==> src/rtl/sha256_pkg.sv <==
// Shared SHA-256 datapath types, rotate/shift amounts and a rotate helper.
// Common to the sigma unit and the later schedule-expander blocks.
package sha256_pkg;

    localparam int unsigned WORD_W = 32;

    typedef logic [WORD_W-1:0] word_t;

    // Big sigma 0 (compression, a-path)
    localparam int unsigned S0_R1 = 2;
    localparam int unsigned S0_R2 = 13;
    localparam int unsigned S0_R3 = 22;

    // Big sigma 1 (compression, e-path)
    localparam int unsigned S1_R1 = 6;
    localparam int unsigned S1_R2 = 11;
    localparam int unsigned S1_R3 = 25;

    // Small sigma 0 (message schedule)
    localparam int unsigned s0_R1 = 7;
    localparam int unsigned s0_R2 = 18;
    localparam int unsigned s0_SH = 3;

    // Small sigma 1, reserved for the Function4 datapath
    localparam int unsigned s1_R1 = 17;
    localparam int unsigned s1_R2 = 19;
    localparam int unsigned s1_SH = 10;

    function automatic word_t rotr(input word_t v, input int unsigned n);
        return (v >> n) | (v << (WORD_W - n));
    endfunction

endpackage

==> src/rtl/sha256_sigma_core.sv <==
// Combinational sigma kernel: ROTR R1 ^ ROTR R2 ^ (ROTR or SHR) R3.
// Amounts are elaboration constants, so every term is pure wiring.
import sha256_pkg::*;

module sha256_sigma_core #(
    parameter int unsigned R1            = S0_R1,
    parameter int unsigned R2            = S0_R2,
    parameter int unsigned R3            = S0_R3,
    parameter bit          LAST_IS_SHIFT = 1'b0
) (
    input  word_t x,
    output word_t y
);

    word_t rot1;
    word_t rot2;
    word_t last;

    if (R1 == 0 || R1 >= WORD_W || R2 == 0 || R2 >= WORD_W ||
        R3 == 0 || R3 >= WORD_W) begin : g_bad_amount
        $error("sha256_sigma_core: rotate/shift amounts must be 1..31");
    end

    assign rot1 = rotr(x, R1);
    assign rot2 = rotr(x, R2);

    // The schedule sigmas replace the third rotate with a zero-filling shift.
    if (LAST_IS_SHIFT) begin : g_shift
        assign last = x >> R3;
    end else begin : g_rot
        assign last = rotr(x, R3);
    end

    assign y = rot1 ^ rot2 ^ last;

endmodule

==> src/rtl/sha256_sigma_unit.sv <==
// Registered SHA-256 sigma unit: Sigma0, Sigma1 and sigma0 of one word,
// all three available one clock after in_valid, one word per clock.
import sha256_pkg::*;

module sha256_sigma_unit #(
    parameter int WIDTH = 32
) (
    input  logic             clk,
    input  logic             rst,
    input  logic             in_valid,
    input  logic [WIDTH-1:0] x,
    output logic             out_valid,
    output logic [WIDTH-1:0] f1_out,
    output logic [WIDTH-1:0] f2_out,
    output logic [WIDTH-1:0] f3_out
);

    if (WIDTH != 32) begin : g_bad_width
        $error("sha256_sigma_unit: only WIDTH=32 is supported");
    end

    word_t big_sigma0;
    word_t big_sigma1;
    word_t small_sigma0;

    sha256_sigma_core #(
        .R1(S0_R1), .R2(S0_R2), .R3(S0_R3), .LAST_IS_SHIFT(1'b0)
    ) u_big_sigma0 (
        .x(x),
        .y(big_sigma0)
    );

    sha256_sigma_core #(
        .R1(S1_R1), .R2(S1_R2), .R3(S1_R3), .LAST_IS_SHIFT(1'b0)
    ) u_big_sigma1 (
        .x(x),
        .y(big_sigma1)
    );

    sha256_sigma_core #(
        .R1(s0_R1), .R2(s0_R2), .R3(s0_SH), .LAST_IS_SHIFT(1'b1)
    ) u_small_sigma0 (
        .x(x),
        .y(small_sigma0)
    );

    // Result registers load only on valid words, so an undriven x while idle
    // never reaches the outputs.
    always_ff @(posedge clk or posedge rst) begin
        if (rst) begin
            out_valid <= 1'b0;
            f1_out    <= '0;
            f2_out    <= '0;
            f3_out    <= '0;
        end else begin
            out_valid <= in_valid;
            if (in_valid) begin
                f1_out <= big_sigma0;
                f2_out <= big_sigma1;
                f3_out <= small_sigma0;
            end
        end
    end

endmodule

==> config.mk <==
export PLATFORM = sky130hd
export DESIGN_NAME = sha256_sigma_unit
export DESIGN_NICKNAME = d
export VERILOG_FILES = /design/src/rtl/sha256_pkg.sv /design/src/rtl/sha256_sigma_core.sv /design/src/rtl/sha256_sigma_unit.sv
export SDC_FILE = /design/constraint.sdc
export NUM_CORES = 1
export LEC_CHECK = 0
export CAP_MARGIN = 5
export CORE_MARGIN = 2
export CORE_UTILIZATION = 30
export CTS_BUF_LIST = sky130_fd_sc_hd__clkbuf_4
export CTS_CLUSTER_SIZE = 10
export DETAILED_ROUTE_END_ITERATION = 12
export HOLD_SLACK_MARGIN = 0.02
export PLACE_DENSITY = 0.59
export SLEW_MARGIN = 10
export SYNTH_ARGS = -nofsm -noshare
export SYNTH_HDL_FRONTEND = slang
export SYNTH_SLANG_ARGS = --single-unit
==> constraint.sdc <==
create_clock -name clk -period 5.5 [get_ports clk]
set_input_delay 0.825 -clock clk [delete_from_list [all_inputs] [get_ports clk]]
set_output_delay 0.825 -clock clk [all_outputs]
set_load 0.03 [all_outputs]
# Word-level counts from Yosys, hierarchy flattened
# Index checks and enable logic that the tools add are counted.
word_totals:
  ff_bits: 97
  output_inout_bits: 97
  word_cells: 18
op_classes:
  bitwise_logic: 14
ops:
  columns: ["op", "count"]
  rows:
  - ["XOR 32 bit", 5]
  - ["bitwise OR 10 x 32 -> 32 bit", 1]
  - ["bitwise OR 14 x 32 -> 32 bit", 1]
  - ["bitwise OR 19 x 32 -> 32 bit", 1]
  - ["bitwise OR 21 x 32 -> 32 bit", 1]
  - ["bitwise OR 25 x 32 -> 32 bit", 1]
  - ["bitwise OR 26 x 32 -> 32 bit", 1]
  - ["bitwise OR 30 x 32 -> 32 bit", 1]
  - ["bitwise OR 7 x 32 -> 32 bit", 1]
  - ["XOR 32 x 29 -> 32 bit", 1]

# Longest topological paths before layout
depth:
  ltp_word: 3
  depth_mapped: 5
  mapped_depth_nobuf: 2

# Modules after synthesis
# From an unflattened synthesis, not the netlist that was laid out.
unflattened:
  hier_cells: 301
  hier_area_um2: 6049.6
by_module_without_submodules:
  columns: ["mod", "n_inst", "cells_each", "area_per_inst_um2", "seq_area_each_um2"]
  rows:
  - ["sha256_sigma_unit", 1, 205, 3793.6, 2427.3]
  - ["sha256_sigma_core (u_big_sigma0)", 1, 32, 772.0, 0.0]
  - ["sha256_sigma_core (u_big_sigma1)", 1, 32, 764.5, 0.0]
  - ["sha256_sigma_core (u_small_sigma0)", 1, 32, 719.4, 0.0]

# Worst setup path after synthesis
# Ideal clock, no wire load.
synth_path:
  kind: "input-to-reg"
  startpoint: "input port x[28]"
  endpoint: "register f2_out[3]"
  setup_time_ns: 0.125
  arrival_time_ns: 1.597
  required_ns: 5.375
  setup_slack_ns: 3.778
  path_stages: 3
  n_path_buf: 1
  cell_sequence: "buf_2 -> xor3_1 -> mux2_2"
synth_via:
  elab_chain_cells: 2
synth_rtl:
  columns: ["item", "line_no", "source"]
  rows:
  - ["start, declared", "sha256_sigma_unit.sv:11", "input logic [WIDTH-1:0] x,"]
  - ["bitwise OR 7 x 32 -> 32 bit", "sha256_pkg.sv:30", "return (v >> n) | (v << (WORD_W - n));"]
  - ["XOR 32 bit", "sha256_sigma_core.sv:34", "assign y = rot1 ^ rot2 ^ last;"]
  - ["end signal, assigned", "sha256_sigma_unit.sv:59", "f2_out <= big_sigma1;"]
  - ["end, declared", "sha256_sigma_unit.sv:14", "output logic [WIDTH-1:0] f2_out,"]
# Every way passes these cells.
# A chain may end at the register's enable or synchronous reset.

# Worst setup path in the final report
layout_path:
  startpoint: "register f3_out[7]"
  endpoint: "output port f3_out[7]"
layout_lines:
  columns: ["item", "line_no", "source"]
  rows:
  - ["start, declared", "sha256_sigma_unit.sv:15", "output logic [WIDTH-1:0] f3_out"]
  - ["start signal, assigned", "sha256_sigma_unit.sv:60", "f3_out <= small_sigma0;"]
# No word-level cell between the ends.

==> out/metrics.cfg <==
[setup_path]
setup.worst_path.end = f3_out[7]
timing.critical_path.slowest_cell_delay_ns = 0.70
critical_path_buf_inv_count = 1
critical_path_arrival_ns = 1.62
worst_path_dominant_cell_family = buffers and inverters
type_of_the_worst_setup_path = reg2out
reg2reg_path_depth = 1
rr_endpoint = f3_out[7]
reg2reg_slack_ns = 4.68
critical_path.startpoint = f3_out[7]
worst_ep_required_time_ns = 4.68
type_of_destination_of_the_critical_path = primary output
path_depth = 1
critPathMaxFanout = 2
worst_setup_path_start_kind = register
worstPathCellList = clkdlybuf4s50_1
cpMaxStageDelayCell = sky130_fd_sc_hd__clkdlybuf4s50_1
critical_path.reg2reg.startpoint = f3_out[7]

[route]
drtAntennaViolNets = 0
dr_wl_met2_um = 7940
top_layer = met4
dr.first_iter.drc_count = 96
drt_pass1_iterations = 4
viasPerCell = 4.49
route.layer.met1.wl_um = 7410
drc = 0
wire_per_inst_um = 23.4
wl_met3_um = 1060
routed_wl_um = 16700
vias = 3197

[clocking]
htree_num_levels = 3
cts_max_path_buffers = 2
tritoncts_num_sinks = 97
cts_root_buffer = sky130_fd_sc_hd__clkbuf_4
clock_insertion_delay_worst_skew_ns = 0.47
post_cts_resized = 0
post-cts-setup-buffer-count = 0
tritoncts = yes
cts_made_buffers = 9
holdBufCountCts = 0
path_clk_slew_ns = 0.16

[global_route]
grt_start_max_net_pins = 72
grt_pass1_wl_um = 24900
initial_antenna_violation_count = 0
overflow = 0
first_global_vias = 3501
groute.usage.overall = 0.162

[place]
gpl.final_weighted_congestion = 0.790
dpl.cell_count = 696
post_dp_cell_area_mm2 = 0.00741
detail_placement_hpwl_um = 11200
placement.io_buffers = 131

[power]
cellPowerDensity_mw_per_mm2 = 311
p_leak_nw = 3.51
vdd.ir_drop.worst_uv = 101
total_power_mw = 2.34

[sta]
totalNegativeSetupSlack_ns = 0
grt_setup_unrepaired = false
final_period_minus_worst_setup_slack_ns = 2.45
fmax_ghz = 0.409
final.period_utilization = 0.445
relSlewSlack = 0.362
worstMarginPinSlew_ns = 0.958
hold_viol_final = 0
report.final.setup_viol = 0
timing.clock.skew_ns = 0
finalMaxSlewViolations = 0

[run]
max_cap_violations = 0

[die]
pin_count = 132
floorplan.core_area_mm2 = 0.0201
rows = 52
floorplan.die_area_mm2 = 0.0215
initial_core_util = 0.304
die_y_um = 147
chipWidth_um = 147

[layout]
nFillCells = 1847
final_nets = 472
num_antenna_cells = 0
area_taken_by_multi_input_logic_gates_mm2 = 0.00331
sequential_cell_area_mm2 = 0.00243
post_route_cells_drive_above_1_share = 0.247
final_cell_count_no_fill = 712
final_core_utilization = 0.374
synthToLayoutAreaGrowth_pct = 22.9
post-route-cell-area_mm2 = 0.00751

[outcome]
run_status = completed

[yosys]
yosysWarnings = 0
postSynthCellCount = 336
synth_seq_area_share = 0.397
synth.avg_cell_area_um2 = 18.2
post_synth_instance_area_mm2 = 0.00611
synth_seq_cells = 97
synth.net_count = 371
yosys.cell_types.count = 11

[worst_hold_path]
hp-class = reg2reg

-- layout by cell type, fill, tap and decap left out --
| cell type | netlist | layout |
|---|---|---|
| sky130_fd_sc_hd__xor3_1 | 93 | 93 |
| sky130_fd_sc_hd__a21oi_1 | 3 | 3 |
| sky130_fd_sc_hd__nor2_1 | 3 | 3 |
| sky130_fd_sc_hd__inv_4 | 0 | 1 |
| sky130_fd_sc_hd__mux2_2 | 93 | 93 |
| sky130_fd_sc_hd__clkinv_1 | 0 | 4 |
| sky130_fd_sc_hd__xnor2_1 | 3 | 3 |
| sky130_fd_sc_hd__inv_6 | 0 | 1 |
| sky130_fd_sc_hd__clkinvlp_4 | 0 | 1 |
| sky130_fd_sc_hd__clkinv_2 | 0 | 1 |
| sky130_fd_sc_hd__clkbuf_4 | 0 | 9 |
| sky130_fd_sc_hd__clkdlybuf4s50_1 | 0 | 130 |
| sky130_fd_sc_hd__dfrtp_1 | 97 | 97 |
| sky130_fd_sc_hd__buf_4 | 4 | 3 |
-- synth_stat cells (all sizes together) --
cell type	instances	area (um^2)
xor3	93	2210
dfrtp	97	2430
inv	1	3.75
clkbuf	2	10.0
mux2	93	1050
a21oi	3	15.0
buf	41	359
xnor2	3	26.3
nor2	3	11.3
-- cell type report --
class | count | share of cell area
inverters | 1 | 0.000833
repair buffers | 133 | 0.176
clock buffers | 9 | 0.00900
well taps | 270 | 0.0450
clock inverters | 7 | 0.00483
multi-input cells | 195 | 0.441
flip-flops and latches | 97 | 0.323
-- report_power, final --
group          switching [mW]  internal, mW  total [mW]
registers              0.0875         0.852       0.939
logic                   0.519         0.536        1.06
clock network           0.255        0.0881       0.343
total                   0.862          1.48        2.34
-- per-stage QoR --
| stage | worst slack (ns) | hold WS (ns) |
|---|---|---|
| after floorplan | 2.14 | 0.673 |
| after global placement | 2.72 | 0.491 |
| after detailed placement | 2.73 | 0.495 |
| after CTS | 2.99 | 0.529 |
| after global routing | 2.96 | 0.549 |
| final | 3.05 | 0.524 |
-- flip-flops by register name (all words and copies together), names as in the netlist --
register   count
f1_out        32
f2_out        32
f3_out        32
out_valid      1
-- worst min-delay path by stage --
stage / from / to / slack, ns / cells after the start
finish: f2_out[12] / f2_out[12] / 0.52 / 1
global route: f1_out[20] / f1_out[20] / 0.55 / 1
CTS: f2_out[26] / f2_out[26] / 0.53 / 1
detailed placement: f1_out[10] / f1_out[10] / 0.50 / 1
global placement: f2_out[31] / f2_out[31] / 0.49 / 1
floorplan: f3_out[29] / f3_out[29] / 0.67 / 2
-- routing by layer --
| layer | track usage | vias to the layer above |
|---|---|---|
| met2 | 0.257 | 110 |
| li1 | - | 1374 |
| met4 | 0.0510 | 0 |
| met3 | 0.0432 | 17 |
| met1 | 0.216 | 1696 |
| met5 | 0 | - |
-- kinds of logic (layout without fill, tap and decap cells) --
kind of cell / after synthesis / in the layout / synth area share
buffers and inverters: 44 / 150 / 0.0610
XOR/XNOR: 96 / 96 / 0.366
AND/OR/NAND/NOR: 3 / 3 / 0.00184
flip-flops: 97 / 97 / 0.397
AO/OA/AOI/OAI: 3 / 3 / 0.00246
multiplexers: 93 / 93 / 0.171
(Power assumes the default switching activity.)
